**config.mk**
```make
export PLATFORM = sky130hd
export DESIGN_NAME = mips_divider
export DESIGN_NICKNAME = d
export VERILOG_FILES = /design/src/rtl/mips_div_pkg.sv /design/src/rtl/div_step.sv /design/src/rtl/mips_divider.sv
export SDC_FILE = /design/constraint.sdc
export NUM_CORES = 1
export LEC_CHECK = 0
export CORE_MARGIN = 3
export CORE_UTILIZATION = 55
export CTS_CLUSTER_DIAMETER = 30
export CTS_CLUSTER_SIZE = 14
export DETAILED_ROUTE_END_ITERATION = 10
export PLACE_DENSITY = 0.79
export RECOVER_POWER = 50
export SYNTH_ARGS = -nofsm -noshare
export SYNTH_HDL_FRONTEND = slang
export SYNTH_HIERARCHICAL = 1
export SYNTH_SLANG_ARGS = --single-unit
```
**constraint.sdc**
```tcl
create_clock -name clk -period 8.95 [get_ports clk]
set_clock_uncertainty 0.1 [all_clocks]
set_input_delay 0.895 -clock clk [delete_from_list [all_inputs] [get_ports clk]]
set_output_delay 0.895 -clock clk [all_outputs]
set_load 0.1 [all_outputs]
```
**src/rtl/mips_div_pkg.sv**
```systemverilog
// Shared types and constants for the iterative MIPS DIV/DIVU unit.
package mips_div_pkg;
  localparam int DIV_WIDTH = 32;
  localparam int DIV_LAT   = DIV_WIDTH + 2;

  typedef enum logic [1:0] {
    IDLE,
    BUSY,
    FIX,
    DONE
  } div_state_e;
endpackage

```
**src/rtl/div_step.sv**
```systemverilog
// One restoring-division iteration: shift {rem, quo} left, trial-subtract the divisor.
module div_step
  import mips_div_pkg::*;
#(
  parameter int WIDTH = DIV_WIDTH
) (
  input  logic [WIDTH-1:0] rem,
  input  logic [WIDTH-1:0] quo,
  input  logic [WIDTH-1:0] divisor,
  output logic [WIDTH-1:0] rem_next,
  output logic [WIDTH-1:0] quo_next
);
  logic [WIDTH:0] rem_shift;
  logic [WIDTH:0] diff;

  always_comb begin
    // rem < divisor on entry, so the shifted value needs only one extra bit
    rem_shift = {rem, quo[WIDTH-1]};
    diff      = rem_shift - {1'b0, divisor};
    if (!diff[WIDTH]) begin
      rem_next = diff[WIDTH-1:0];
      quo_next = {quo[WIDTH-2:0], 1'b1};
    end else begin
      rem_next = rem_shift[WIDTH-1:0];
      quo_next = {quo[WIDTH-2:0], 1'b0};
    end
  end
endmodule

```
**src/rtl/mips_divider.sv**
```systemverilog
// Fixed-latency signed/unsigned 32-bit divider: magnitude conversion, WIDTH restoring
// iterations, sign fix-up; Hi = remainder, Lo = quotient.
module mips_divider
  import mips_div_pkg::*;
#(
  parameter int WIDTH = DIV_WIDTH
) (
  input  logic             clk,
  input  logic             reset,
  input  logic             validIn,
  input  logic             sign,
  input  logic [WIDTH-1:0] SrcA,
  input  logic [WIDTH-1:0] SrcB,
  output logic             validOut,
  output logic             busy,
  output logic [WIDTH-1:0] Hi,
  output logic [WIDTH-1:0] Lo
);
  localparam int CW = $clog2(WIDTH);

  div_state_e       state_reg, state_next;
  logic [CW-1:0]    cnt_reg, cnt_next;
  logic [WIDTH-1:0] rem_reg, rem_next;
  logic [WIDTH-1:0] quo_reg, quo_next;
  logic [WIDTH-1:0] divisor_reg, divisor_next;
  logic             q_neg_reg, q_neg_next;
  logic             r_neg_reg, r_neg_next;
  logic             divz_reg, divz_next;
  logic [WIDTH-1:0] hi_reg, hi_next;
  logic [WIDTH-1:0] lo_reg, lo_next;
  logic             valid_out_reg, valid_out_next;
  logic             busy_reg, busy_next;

  logic [WIDTH-1:0] a_mag, b_mag;
  logic [WIDTH-1:0] step_rem, step_quo;

  assign a_mag = (sign && SrcA[WIDTH-1]) ? -SrcA : SrcA;
  assign b_mag = (sign && SrcB[WIDTH-1]) ? -SrcB : SrcB;

  div_step #(.WIDTH(WIDTH)) u_step (
    .rem      (rem_reg),
    .quo      (quo_reg),
    .divisor  (divisor_reg),
    .rem_next (step_rem),
    .quo_next (step_quo)
  );

  always_ff @(posedge clk) begin
    if (reset) begin
      state_reg     <= IDLE;
      cnt_reg       <= '0;
      rem_reg       <= '0;
      quo_reg       <= '0;
      divisor_reg   <= '0;
      q_neg_reg     <= 1'b0;
      r_neg_reg     <= 1'b0;
      divz_reg      <= 1'b0;
      hi_reg        <= '0;
      lo_reg        <= '0;
      valid_out_reg <= 1'b0;
      busy_reg      <= 1'b0;
    end else begin
      state_reg     <= state_next;
      cnt_reg       <= cnt_next;
      rem_reg       <= rem_next;
      quo_reg       <= quo_next;
      divisor_reg   <= divisor_next;
      q_neg_reg     <= q_neg_next;
      r_neg_reg     <= r_neg_next;
      divz_reg      <= divz_next;
      hi_reg        <= hi_next;
      lo_reg        <= lo_next;
      valid_out_reg <= valid_out_next;
      busy_reg      <= busy_next;
    end
  end

  always_comb begin
    state_next   = state_reg;
    cnt_next     = cnt_reg;
    rem_next     = rem_reg;
    quo_next     = quo_reg;
    divisor_next = divisor_reg;
    q_neg_next   = q_neg_reg;
    r_neg_next   = r_neg_reg;
    divz_next    = divz_reg;
    hi_next      = hi_reg;
    lo_next      = lo_reg;
    case (state_reg)
      IDLE: begin
        if (validIn) begin
          state_next   = BUSY;
          cnt_next     = '0;
          rem_next     = '0;
          quo_next     = a_mag;
          divisor_next = b_mag;
          q_neg_next   = sign & (SrcA[WIDTH-1] ^ SrcB[WIDTH-1]);
          r_neg_next   = sign & SrcA[WIDTH-1];
          divz_next    = (SrcB == '0);
        end
      end
      BUSY: begin
        rem_next = step_rem;
        quo_next = step_quo;
        cnt_next = cnt_reg + 1'b1;
        if (cnt_reg == CW'(WIDTH - 1)) state_next = FIX;
      end
      FIX: begin
        // A zero divisor leaves rem = |A|, so the remainder fix-up restores raw SrcA
        lo_next    = divz_reg ? '1 : (q_neg_reg ? -quo_reg : quo_reg);
        hi_next    = r_neg_reg ? -rem_reg : rem_reg;
        state_next = DONE;
      end
      DONE: state_next = IDLE;
      default: state_next = IDLE;
    endcase
    valid_out_next = (state_next == DONE);
    busy_next      = (state_next != IDLE);
  end

  assign validOut = valid_out_reg;
  assign busy     = busy_reg;
  assign Hi       = hi_reg;
  assign Lo       = lo_reg;
endmodule

```
; ---- Word-level counts from Yosys, hierarchy flattened
; Index checks and enable logic that the tools add are counted.
[totals]
inputBits = 68
register_bits = 172
output_inout_bits = 66
wordCells = 51
[classes]
n_eq_ne = 6
n_bitwise = 3
addsub = 6
reduce_logical = 8
mux = 16
[ops]
columns = cell, n
row1 = 2-to-1 mux 32 bit, 8
row2 = negator 32 bit, 4
row3 = one-hot mux 32 bit (2 select lines), 2
row4 = subtractor 33 x 32 -> 33 bit, 1
row5 = logical NOT 32 bit, 1
row6 = one-hot mux 5 bit (2 select lines), 1
row7 = one-hot mux 2 bit (4 select lines), 1
row8 = equality test 2 bit (second input constant), 3
row9 = adder 5 x 1 -> 5 bit (second input constant), 1
row10 = equality test 5 bit (second input constant), 1
row11 = 2-to-1 mux 5 bit, 1
row12 = 2-to-1 mux 2 bit, 2
row13 = AND reduction 2 bit, 2
row14 = nonzero test 2 bit, 2
row15 = bitwise AND 1 bit, 2
row16 = equality test 2 x 1 -> 1 bit (second input constant), 1
row17 = logical AND 1 bit, 2
row18 = logical NOT 2 bit, 1
row19 = inequality test 2 bit (second input constant), 1
row20 = 2-to-1 mux 1 bit, 1
row21 = XOR 1 bit, 1

; ---- Longest topological paths before layout
[logic_depth]
depth_word = 4
depth_mapped = 16
mapped_depth_nobuf = 15

; ---- Modules after synthesis
; Netlist, hierarchy kept.
[modules_own_cells]
columns = mod, area_per_inst_um2, cells_per_inst, seq_area_each_um2, n_inst
row1 = mips_divider, 8953.6, 1068, 3443.3, 1
row2 = div_step, 2488.6, 342, 0.0, 1

; ---- Worst setup path after synthesis
; Ideal clock, no wire load.
[synth_timing]
path_type = register to register
from = register quo_reg[31]
to = register rem_reg[13]
setup_slack_ps = 5622
period_less_slack_ps = 3328
n_path_buf = 1
setup_ps = 128
path_stages_with_launch = 17
required_time_ps = 8722
t_arrival_ps = 3100
path_cell_list = dfxtp_1 inv_1 ha_1 fa_1 and2b_1 o2111ai_1 a21oi_2 o2111ai_1 a211oi_2 nor2_2 mux2i_1 and2_4 inv_2 buf_6 mux2_4 a22oi_1 nor2_1
[synth_between]
elab_chain_cells = 3
[synth_lines]
columns = item, line_no
row1 = start: declaration, mips_divider.sv:24  ; logic [WIDTH-1:0] quo_reg, quo_next;
row2 = start signal: assignment, mips_divider.sv:66  ; quo_reg <= quo_next;
row3 = subtractor 33 x 32 -> 33 bit, div_step.sv:19  ; diff = rem_shift - {1'b0, divisor};
row4 = 2-to-1 mux 32 bit, div_step.sv:20  ; if (!diff[WIDTH]) begin
row5 = net step_rem[13], mips_divider.sv:35  ; logic [WIDTH-1:0] step_rem, step_quo;
row6 = one-hot mux 32 bit (2 select lines), mips_divider.sv:89  ; case (state_reg)
row7 = end signal: assignment, mips_divider.sv:65  ; rem_reg <= rem_next;
row8 = end: declaration, mips_divider.sv:23  ; logic [WIDTH-1:0] rem_reg, rem_next;
; The timed path passes the listed nets, and every way through them passes these cells.
; A chain may end at the register's enable or synchronous reset.

==> flow_metrics.tcl <==
set metrics [dict create \
    clkSinkCount 172 \
    synth_seq_cells 172 \
    seq_area_frac_synth 0.301 \
    synth_compound_area_frac 0.254 \
    grt.overflow.total 0 \
    fin_hold_ws_ns 0.348 \
    post_cts_buffers 0 \
    hold_viol_final 0 \
    timing.critical_path.to "quo_reg[14]" \
    multi_input_area_sq_um 7200 \
    grt_usage 0.279 \
    critPathArrivalTime_ns 5.43 \
    critPathMaxStageDelay_ns 2.72 \
    nets 1556 \
    portBuffers 133 \
    p_int_mw 1.91 \
    combPwrFrac 0.484 \
    ctsLongestPathBuffers 2 \
    period_minus_slack_ns 5.20 \
    register_area_sq_um 3440 \
    p_sw_mw 1.27 \
    row_count 52 \
    synth-simple-area-share 0.198 \
    status "finished with violations" \
    initial_utilization 0.562 \
    max_freq_ghz 0.192 \
    syn-num-nets 1517 \
    synth-warning-count 6 \
    violations "capacitance limit, slew limit" \
    synthesis.area_sq_um 11400 \
    synthArstFlopShare 0 \
    viasPerCell 6.35 \
    rr_startpoint "rem_reg[0]" \
    cts_root_buf "clkbuf_16" \
    setup_viol 0 \
    first_global_vias 9715 \
    dieWidth_microns 150 \
    cp-startpoint "reset" \
    syn_to_final_growth_pct 14.7 \
    placed_area_sq_um 12600 \
    final.fill_count 1799 \
    totalWireLength_mm 31.8 \
    insertion_delay_ns 0.43 \
    worst_pin_slew_ns 3.82 \
    fin_crit_sh 0.581 \
    min_path_type "reg2reg" \
    synth_xor_area_frac 0.0888 \
    route.detailed.drc 0 \
    cts_tree "done" \
    timing_worst_setup_path_type "in2reg" \
    ys_types 83 \
    pin_count 134 \
    synth_ff_type "dfxtp_1" \
    htree_levels 4 \
    r2r_setup_slack_ns 4.19 \
    rsz0062_at_grt "false" \
    cts_hold_buf 0 \
    worstSetupStartpointType "input pin" \
    setup_tns_ns 0 \
    synth_edf_count 0 \
    powerDensity_nw_per_um2 242 \
    grt_max_degree 89 \
    leakage_nw 4.79 \
    die_y_microns 150 \
    synthMuxAreaShare 0.0445 \
    switching_share 0.399 \
    slew_headroom -1.55 \
    numCtsBuffers 17 \
    drive_gt1_frac 0.0534 \
    cts-resized-gates 0 \
    path_max_fanout 88 \
    finalMaxSlewViolations 282 \
    die_area_sq_um 22600 \
    core-area_sq_um 20400 \
    crit_top_cell "clkbuf_1" \
    ff2ff_path_depth 14 \
    diodes 0 \
    antenna_found_initial 0 \
    seqPwrFrac 0.290 \
    design_area_sq_um 13100 \
    drt_iter0_markers 1181 \
    cp-end-kind "register" \
    dr.pass1.iters 6 \
    hpwl_mm 23.1 \
    cpMaxStageDelayCell "clkbuf_1" \
    cp.required_ns 9.17 \
    path_clk_slew_ns 0.07 \
    r2r_end "rem_reg[7]" \
    maxCapViolCount 4 \
    num_vias 10994 \
    grt_pass1_wl_mm 51.5 \
    synth_top_family_by_area "compound AO/OA/AOI/OAI gates" \
    gp_congestion 0.946 \
    syn_avg_cell_area_sq_um 8.12 \
    antenna_left 0 \
    wl_per_cell_microns 18.3 \
    synth_fa_ha_area_frac 0.0433 \
    crit_chain "clkbuf_1, buf_4, clkbuf_1, nand4b_1, o21ai_0, a211o_1" \
    syn_inst 1410 \
    p_clk_frac 0.227 \
    ir_drop_mv 0.217 \
]
-- worst max-delay path: cells and delay by family --
kind	cells	cell delay, ns
and+or+nand+nor	1	0.30
buffers and inverters	3	3.67
AOI/OAI and AO/OA	2	0.50
-- per-stage QoR --
step | utilization | instances | setup slack (ns) | power [mW]
global placement | 0.619 | 1700 | 4.58 | 2.41
finish | 0.644 | 1731 | 3.75 | 3.18
CTS | 0.646 | 1731 | 4.37 | 3.15
global route | 0.644 | 1731 | 3.29 | 3.36
floorplan | - | 1410 | 5.62 | 2.15
detailed placement | 0.619 | 1700 | 4.42 | 2.43
-- synthesized netlist by cell type (all sizes together) (28+ instances only) --
cell type  count  area share
nor4          28       0.017
a22oi         50       0.033
ha            38       0.042
a211oi        51       0.034
xor2          73       0.056
nor3          29       0.013
buf           50       0.029
a21oi         63       0.028
nand3         28       0.012
clkbuf        72       0.024
nand2         69       0.023
o31ai         34       0.022
nor2         164       0.054
xnor2         43       0.033
inv           55       0.018
o21ai         63       0.028
o22ai         29       0.016
dfxtp        172        0.30
-- placed cells by master (no fill, tap or decap), types with 38 or more instances in the layout --
cell type        count
o21ai_0             51
nor2_1             162
dfxtp_1            172
nand2_1             69
a211oi_1            50
a22oi_1             50
xor2_1              73
clkdlybuf4s50_1    104
ha_1                38
xnor2_1             43
inv_1               54
a21oi_1             62
-- area by class of cell --
| type | instances | share of cell area |
|---|---|---|
| clock inverters | 12 | 0.00849 |
| repair buffers | 142 | 0.105 |
| well taps | 270 | 0.0257 |
| inverters | 56 | 0.0160 |
| flip-flops and latches | 172 | 0.262 |
| clock buffers | 19 | 0.0338 |
| multi-input cells | 1060 | 0.549 |
-- worst min path at each step --
stage              startpoint              to  slack, ns  depth (start not counted)
6_report               Hi[15]          Hi[15]       0.35                          2
3_3_place_gp           Hi[13]          Hi[13]       0.34                          2
5_1_grt                Hi[23]          Hi[23]       0.36                          2
3_5_place_dp           Hi[15]          Hi[15]       0.34                          2
2_1_floorplan  divisor_reg[0]  divisor_reg[0]       0.34                          2
4_1_cts                Hi[15]          Hi[15]       0.36                          2
-- power groups by stage --
stage / clock (mW) / combinational, mW / sequential, mW
after global placement: 0 / 1.48 / 0.929
after floorplan: 0 / 1.25 / 0.894
after detailed placement: 0 / 1.50 / 0.933
final: 0.720 / 1.54 / 0.921
after global routing: 0.758 / 1.67 / 0.928
after CTS: 0.728 / 1.51 / 0.916
-- logic make-up after synthesis --
| family | count (synthesis) |
|---|---|
| buffers and inverters | 178 |
| AOI/OAI and AO/OA | 415 |
| adders and majority gates | 39 |
| xor gates and xnor gates | 116 |
| and+or+nand+nor | 449 |
| muxes | 41 |
| DFF | 172 |
-- metal layers --
layer,share of wire,global-route usage
met1,0.47,0.432
met2,0.43,0.397
met3,0.086,0.0509
met4,0.012,0.0700
met5,0,0
Note: power is estimated with default switching activity, not from simulation.
